==> src/rtl/sevenseg_disp_arbiter_if.sv <==
// Requester/display bundle shared between the two sources and the arbiter.
// The master side drives requests, digit codes and tick; the slave side drives grants and digits.
interface sevenseg_disp_arbiter_if;
  logic        tick;
  logic        req0;
  logic        req1;
  logic [41:0] r0_digits;
  logic [41:0] r1_digits;
  logic        gnt0;
  logic        gnt1;
  logic        busy;
  logic [6:0]  d0;
  logic [6:0]  d1;
  logic [6:0]  d2;
  logic [6:0]  d3;
  logic [6:0]  d4;
  logic [6:0]  d5;

  modport master (
    output tick, req0, req1, r0_digits, r1_digits,
    input  gnt0, gnt1, busy, d0, d1, d2, d3, d4, d5
  );

  modport slave (
    input  tick, req0, req1, r0_digits, r1_digits,
    output gnt0, gnt1, busy, d0, d1, d2, d3, d4, d5
  );
endinterface

==> src/rtl/sevenseg_disp_arbiter.sv <==
// Two-source arbiter for the six-digit seven-segment display.
// Enforces a minimum hold and a contention timeslice counted in ticks.
module sevenseg_disp_arbiter #(
  parameter int         MIN_HOLD  = 2,
  parameter int         MAX_HOLD  = 8,
  parameter logic [6:0] IDLE_CODE = 7'd0
) (
  input  logic                  clk,
  input  logic                  rst,
  sevenseg_disp_arbiter_if.slave bus
);

  localparam int              CW     = $clog2(MAX_HOLD + 1);
  localparam logic [CW-1:0]   MINH   = CW'(MIN_HOLD);
  localparam logic [CW-1:0]   MAXH   = CW'(MAX_HOLD);
  localparam logic [41:0]     IDLE_W = {6{IDLE_CODE}};

  typedef enum logic [1:0] {
    S_IDLE = 2'd0,
    S_GNT0 = 2'd1,
    S_GNT1 = 2'd2
  } state_t;

  state_t        r_state;
  state_t        w_next;
  logic [CW-1:0] r_cnt;
  logic [CW-1:0] w_cnt;
  logic          r_last;
  logic          w_last;
  logic [41:0]   r_dig;
  logic [41:0]   w_dig;
  logic          w_min;
  logic          w_slice;

  always_ff @(posedge clk or posedge rst) begin
    if (rst) begin
      r_state <= S_IDLE;
      r_cnt   <= '0;
      r_last  <= 1'b1;
      r_dig   <= IDLE_W;
    end else begin
      r_state <= w_next;
      r_cnt   <= w_cnt;
      r_last  <= w_last;
      r_dig   <= w_dig;
    end
  end

  always_comb begin
    w_next  = r_state;
    w_last  = r_last;
    w_min   = (r_cnt >= MINH);
    w_slice = (r_cnt >= MAXH);
    unique case (r_state)
      S_IDLE: begin
        if (bus.req0 && bus.req1)
          w_next = r_last ? S_GNT0 : S_GNT1;
        else if (bus.req0)
          w_next = S_GNT0;
        else if (bus.req1)
          w_next = S_GNT1;
      end
      S_GNT0: begin
        if (bus.req0) begin
          if (w_slice && bus.req1) begin
            w_next = S_GNT1;
            w_last = 1'b0;
          end
        end else if (w_min) begin
          w_next = bus.req1 ? S_GNT1 : S_IDLE;
          w_last = 1'b0;
        end
      end
      S_GNT1: begin
        if (bus.req1) begin
          if (w_slice && bus.req0) begin
            w_next = S_GNT0;
            w_last = 1'b1;
          end
        end else if (w_min) begin
          w_next = bus.req0 ? S_GNT0 : S_IDLE;
          w_last = 1'b1;
        end
      end
      default: w_next = S_IDLE;
    endcase
  end

  // New owner loads immediately; an owner that dropped its request freezes.
  always_comb begin
    w_dig = r_dig;
    unique case (w_next)
      S_GNT0: if (r_state != S_GNT0 || bus.req0) w_dig = bus.r0_digits;
      S_GNT1: if (r_state != S_GNT1 || bus.req1) w_dig = bus.r1_digits;
      default: w_dig = IDLE_W;
    endcase
  end

  always_comb begin
    w_cnt = r_cnt;
    if (w_next != r_state)
      w_cnt = '0;
    else if (r_state != S_IDLE && bus.tick && !w_slice)
      w_cnt = r_cnt + 1'b1;
  end

  assign bus.gnt0 = (r_state == S_GNT0);
  assign bus.gnt1 = (r_state == S_GNT1);
  assign bus.busy = (r_state != S_IDLE);
  assign bus.d0   = r_dig[6:0];
  assign bus.d1   = r_dig[13:7];
  assign bus.d2   = r_dig[20:14];
  assign bus.d3   = r_dig[27:21];
  assign bus.d4   = r_dig[34:28];
  assign bus.d5   = r_dig[41:35];

endmodule

==> src/flat_wrapper.sv <==
// flat-port wrapper written by rule: the top's interface ports become plain ports
module sevenseg_disp_arbiter_flat 
#(
  parameter int         MIN_HOLD  = 2,
  parameter int         MAX_HOLD  = 8,
  parameter logic [6:0] IDLE_CODE = 7'd0
)
  (clk, rst, bus_tick, bus_req0, bus_req1, bus_r0_digits, bus_r1_digits, bus_gnt0, bus_gnt1, bus_busy, bus_d0, bus_d1, bus_d2, bus_d3, bus_d4, bus_d5);
  sevenseg_disp_arbiter_if bus_i ();
  input  logic clk;
  input  logic rst;
  input wire logic [$bits(bus_i.tick)-1:0] bus_tick;
  input wire logic [$bits(bus_i.req0)-1:0] bus_req0;
  input wire logic [$bits(bus_i.req1)-1:0] bus_req1;
  input wire logic [$bits(bus_i.r0_digits)-1:0] bus_r0_digits;
  input wire logic [$bits(bus_i.r1_digits)-1:0] bus_r1_digits;
  output wire logic [$bits(bus_i.gnt0)-1:0] bus_gnt0;
  output wire logic [$bits(bus_i.gnt1)-1:0] bus_gnt1;
  output wire logic [$bits(bus_i.busy)-1:0] bus_busy;
  output wire logic [$bits(bus_i.d0)-1:0] bus_d0;
  output wire logic [$bits(bus_i.d1)-1:0] bus_d1;
  output wire logic [$bits(bus_i.d2)-1:0] bus_d2;
  output wire logic [$bits(bus_i.d3)-1:0] bus_d3;
  output wire logic [$bits(bus_i.d4)-1:0] bus_d4;
  output wire logic [$bits(bus_i.d5)-1:0] bus_d5;
  assign bus_i.tick = bus_tick;
  assign bus_i.req0 = bus_req0;
  assign bus_i.req1 = bus_req1;
  assign bus_i.r0_digits = bus_r0_digits;
  assign bus_i.r1_digits = bus_r1_digits;
  assign bus_gnt0 = bus_i.gnt0;
  assign bus_gnt1 = bus_i.gnt1;
  assign bus_busy = bus_i.busy;
  assign bus_d0 = bus_i.d0;
  assign bus_d1 = bus_i.d1;
  assign bus_d2 = bus_i.d2;
  assign bus_d3 = bus_i.d3;
  assign bus_d4 = bus_i.d4;
  assign bus_d5 = bus_i.d5;
  sevenseg_disp_arbiter #(.MIN_HOLD(MIN_HOLD), .MAX_HOLD(MAX_HOLD), .IDLE_CODE(IDLE_CODE)) u_core (.clk(clk), .rst(rst), .bus(bus_i));
endmodule
==> config.mk <==
export PLATFORM = sky130hd
export DESIGN_NAME = sevenseg_disp_arbiter_flat
export DESIGN_NICKNAME = d
export VERILOG_FILES = /design/src/rtl/sevenseg_disp_arbiter_if.sv /design/src/rtl/sevenseg_disp_arbiter.sv /design/src/flat_wrapper.sv
export SDC_FILE = /design/constraint.sdc
export NUM_CORES = 1
export LEC_CHECK = 0
export ABC_CLOCK_PERIOD_IN_PS = 4450
export CAP_MARGIN = 5
export CORE_UTILIZATION = 43
export DETAILED_ROUTE_END_ITERATION = 6
export PLACE_DENSITY_LB_ADDON = 0.05
export SYNTH_ARGS = -nofsm -noshare
export SYNTH_HDL_FRONTEND = slang
export SYNTH_SLANG_ARGS = --single-unit
==> constraint.sdc <==
create_clock -name clk -period 4.45 [get_ports clk]
set_clock_uncertainty 0.2 [all_clocks]
set_input_delay 1.335 -clock clk [delete_from_list [all_inputs] [get_ports clk]]
set_output_delay 1.335 -clock clk [all_outputs]
set_load 0.05 [all_outputs]
**Word-level counts from Yosys, hierarchy flattened**

Cells that the tools add are included.

- Bits of input ports: 89
- Output and inout bits: 45
- Bits in registers: 49

- Muxes and demuxes: 25
- Equal/unequal tests: 13
- Order comparisons: 2
- Reductions and logical operators: 14
- Add/sub/neg operators: 1

Operators with widths:

| cell | number |
|---|---|
| two-way mux 42 bit | 2 |
| case mux 42 bit (2 select lines) | 1 |
| two-way mux 2 bit | 11 |
| != test 3 x 2 -> 1 bit (second input constant) | 4 |
| two-way mux 4 bit | 2 |
| two-way mux 1 bit | 7 |
| != test 2 x 1 -> 1 bit (second input constant) | 3 |
| case mux 2 bit (3 select lines) | 1 |
| nonzero test 2 bit | 3 |
| logical AND 1 bit | 5 |
| AND reduction 5 bit | 1 |
| adder 4 x 1 -> 4 bit (second input constant) | 1 |
| == test 2 x 1 -> 1 bit (second input constant) | 2 |
| == test 2 bit (second input constant) | 2 |
| greater-or-equal comparator 4 x 2 -> 1 bit (second input constant) | 1 |
| greater-or-equal comparator 4 bit (second input constant) | 1 |
| zero test 2 bit | 1 |
| logical OR 1 bit | 2 |
| != test 2 bit | 1 |
| != test 2 bit (second input constant) | 1 |
| case mux 1 bit (2 select lines) | 1 |
| AND reduction 2 bit | 1 |
| zero test 1 bit | 1 |

**Longest topological paths before layout**

- Depth after elaboration: 8
- Mapped depth: 13
- Mapped depth without buffers: 9

**Worst setup path before layout**

No wires, ideal clock.

- Path type: input to register
- From: input port bus_req0
- To: register u_core.r_dig[10]
- Buffers on the path: 4
- Cell stages on the path: 13
- Slack: 0.969 ns
- Setup time: 0.145 ns
- Arrival time: 3.137 ns
- Path through: clkbuf_2 > a21boi_0 > o21ai_0 > a21oi_1 > a31oi_1 > ha_1 > clkbuf_1 > nor2b_1 > a32o_1 > buf_6 > buf_2 > nand2_1 > o31ai_2

- Cells in the longest elaborated chain, start to end: 7
- Elaborated cells between the ends (all ways): 17

Ends and longest elaborated chain:

| what | RTL line | text |
|---|---|---|
| start, declared | flat_wrapper.sv:13 | `input wire logic [$bits(bus_i.req0)-1:0] bus_req0;` |
| two-way mux 1 bit / logical AND 1 bit (equally long branches) | sevenseg_disp_arbiter.sv:81, sevenseg_disp_arbiter.sv:76 |  |
| two-way mux 2 bit (on tied branches) | sevenseg_disp_arbiter.sv:80, sevenseg_disp_arbiter.sv:76 |  |
| two-way mux 2 bit | sevenseg_disp_arbiter.sv:75 | `if (bus.req1) begin` |
| case mux 2 bit (3 select lines) | sevenseg_disp_arbiter.sv:54 | `unique case (r_state)` |
| == test 2 bit / == test 2 x 1 -> 1 bit (equally long branches) | sevenseg_disp_arbiter.sv:92 | `unique case (w_next)` |
| != test 2 x 1 -> 1 bit (no line) | - |  |
| AND reduction 2 bit (no line) | - |  |
| end signal, assigned | sevenseg_disp_arbiter.sv:45 | `r_dig <= w_dig;` |
| end, declared | sevenseg_disp_arbiter.sv:30 | `logic [41:0] r_dig;` |

Several ways; a longest one is shown, not always the timed one.
A chain may end at the register's enable or synchronous reset.

**Worst setup path in the final report**

- From: input port bus_req1
- To: register u_core.r_dig[3]

- Cells in the longest elaborated chain, start to end: 7
- Elaborated cells between the ends (all ways): 18

Ends and longest elaborated chain:

| what | RTL line | text |
|---|---|---|
| start, declared | flat_wrapper.sv:14 | `input wire logic [$bits(bus_i.req1)-1:0] bus_req1;` |
| two-way mux 2 bit (tied with other cells) | sevenseg_disp_arbiter.sv:70 | `w_next = bus.req1 ? S_GNT1 : S_IDLE;` |
| two-way mux 2 bit (on tied branches) | sevenseg_disp_arbiter.sv:69, sevenseg_disp_arbiter.sv:58, sevenseg_disp_arbiter.sv:65 |  |
| two-way mux 2 bit (on tied branches) | sevenseg_disp_arbiter.sv:64, sevenseg_disp_arbiter.sv:56 |  |
| case mux 2 bit (3 select lines) * | sevenseg_disp_arbiter.sv:54 |  |
| via u_core.w_next[1] | sevenseg_disp_arbiter.sv:25 | `state_t w_next;` |
| == test 2 bit / == test 2 x 1 -> 1 bit (equally long branches) | sevenseg_disp_arbiter.sv:92 |  |
| != test 2 x 1 -> 1 bit (no line) | - |  |
| AND reduction 2 bit (no line) | - |  |

Mark *: on every way through the listed nets, which the timed path passes. The rest lies on a longest branch.

==> key figures <==
Global route
  • Total track usage: 22.0%
  • Overflow after GRT: 0
  • M3 GR Usage: 5.91%
  • GR Layer Usage met2: 35.1%
  • Vias in the first global route: 2,280
  • Met1 Use GR: 29.1%
  • Antenna violations before repair: 0
  • Gr busiest metal: met2
  • Pin count of the biggest net entering global routing: 85
  • First-pass GRT wire length: 10,900 µm

Clocking
  • Post-CTS sizing: 0
  • # Post-CTS Setup Buffers: 0
  • Max Root-Sink Buffers: 2
  • Clock Sinks: 49
  • Worst-Skew Late Latency: 0.30 ns
  • Clock transition at path regs: 0.09 ns
  • CTS root buffer: clkbuf_8
  • CTS tree: yes
  • H-tree levels: 2
  • Hold Buf Count CTS: 0
  • Num CTS Buffers: 5

Drt
  • # DRC: 0
  • DR WL/cell: 15.0 µm
  • Via count: 2,436
  • Number of routed nets with antenna violations: 0
  • Post-Route WL: 6800 µm
  • Vias/cell: 5.39
  • DR pass1 iterations: 4
  • 1st-iter DRT viols: 128

Floorplan
  • Die Ht: 80.4 µm
  • Die ar.: 6460 µm²
  • Num ports: 134
  • Row cnt: 28
  • Core area: 5920 µm²
  • Starting Density: 44.6%
  • DIE WIDTH: 80.4 µm

Placement
  • Port Buf Inserts: 133
  • Final HPWL DP: 4790 µm
  • RePlAce Congestion: 0.900
  • Area after DPL: 3970 µm²

Finish
  • Synth-to-Final Area Change: 53.6%
  • Post-layout util: 68.5%
  • Share of cells above drive strength 1: 9.81%
  • Final instance area: 4060 µm²
  • Most frequent cells in the layout: 133 x clkdlybuf4s50_1, 48 x dfrtp_1, 46 x nand2_1, 42 x a22oi_1, 24 x o31ai_1
  • Layout Nets: 469
  • Commonest non-fill, non-tap cell in the layout: clkdlybuf4s50_1
  • Ant diodes: 0

STA
  • Hold Vio Cnt, Final: 0
  • Fmax: 252 MHz
  • Crit path time final: 3.98 ns
  • Final Cycle Share: 89.4%
  • RSZ-0062 raised after global routing: no
  • Final setup viols: 0
  • Slew Limit Fails: 0
  • Worst-Margin Slew: 1.01 ns
  • Max-Slew Margin vs Limit: 32.5%
  • Setup TNS: 0 ns

Run status
  • Status: complete, no violations

Worst hold path
  • Worst Hold Class: flip-flop to flip-flop
  • Hold Crit Start: u_core.r_dig[37]

Worst setup path
  • Setup crit end kind: flip-flop
  • RR Startpoint: u_core.r_state[1]
  • Critical path class: primary input to flip-flop
  • WP data required: 4.40 ns
  • CP arrival: 3.93 ns
  • CP startpoint kind: primary input
  • Max FO, Critical Path: 84
  • Setup crit start: bus_req1

Logic synthesis
  • Post-synthesis sequential area ratio: 46.5%
  • Main synth FF type: dfrtp_1
  • Largest cells by area after synthesis: dfrtp_1 45%, a22oi_1 12%, o31ai_2 8.5%, o31ai_1 6.8%, nand2_1 6.5%
  • Post-synth EDFFs: 0
  • Cell taking the most area after synthesis: dfrtp_1
  • Asr flop ratio synth: 100%
  • Cells after synthesis: 261
  • Syn nets: 354
  • Post-synth cell types: 41
  • Seq cells post-synth: 49
  • Top cell type's share of synthesized area: 45.5%
  • Number of synthesis warnings: 0
  • Mean Syn Cell Area: 10.1 µm²
  • Synthesized cell area: 2640 µm²

Power and ir drop
  • Peak supply drop: 0.000467 V
  • Cell area power density: 651 nW/µm²
  • Power consumption: 2.64 mW
  • P_leak: 1.62 nW

Job
  • MaxCap Viol Count: 0
[cell families after synthesis]
logic type                 share of synthesized area (%)
DFF                                                 46.5
AOI/OAI and AO/OA                                   33.2
and+or+nand+nor                                     11.7
buffers and inverters                               6.07
xor gates and xnor gates                           0.664
adders and majority gates                           1.90
[metrics by stage]
step                instances  hold WS, ns  worst slack [ns]
global route              452        0.308             0.140
CTS                       452        0.286             0.497
floorplan                 261        0.293             0.969
finish                    452        0.284             0.474
detailed placement        444        0.265             0.162
global placement          444        0.259             0.242
[final timing paths]
check	slack, ns	endpoint	cells after the start
max	0.47	u_core.r_dig[3]	8
min	0.28	u_core.r_dig[37]	2
max reg2reg	1.53	u_core.r_dig[3]	8
min reg2reg	0.28	u_core.r_dig[37]	2
max in group asynchronous	2.05	u_core.r_dig[21]	2
min in group asynchronous	1.39	u_core.r_dig[9]	2
[synthesized netlist by cell type, drive strengths merged (3+ instances only)]
cell type / n
dfrtp: 48
o21ai: 7
a22oi: 42
buf: 12
and2: 3
ha: 4
o31ai: 42
a21boi: 3
nand2: 46
clkbuf: 16
nor2: 5
inv: 4
[final cells by class]
cell class / instances / area (µm²)
Timing Repair Buffer: 136 / 1370
Fill cell: 492 / 1870
Inverter: 4 / 15.0
Clock inverter: 3 / 17.5
Sequential cell: 49 / 1230
Multi-Input combinational cell: 180 / 1270
Clock buffer: 5 / 68.8
Tap cell: 75 / 93.8
[flip-flops by register name, summed over array words and instances, names as in the netlist]
name / flops
u_core.r_last: 1
u_core.r_state: 2
u_core.r_dig: 42
u_core.r_cnt: 4
[critical path: stages]
cell	delay (ns)
clkdlybuf4s50_1	0.62
a21boi_0	0.32
o21ai_0	0.12
a21oi_1	0.18
a31o_2	0.15
ha_2	0.19
a32o_4	0.80
o31ai_1	0.18
[report_power, final]
part,leakage [nW],internal [mW],switching [mW]
registers,0.651,0.579,0.0833
clock network,0.0439,0.109,0.152
logic,0.926,0.623,1.09
[per-layer routing]
metal | vias to the layer above | routed length, µm
li1 | 1191 | -
met1 | 1150 | 3020
met2 | 84 | 3210
met3 | 11 | 451
met4 | 0 | 116
met5 | - | 0
Note: power is estimated with default switching activity, not from simulation.
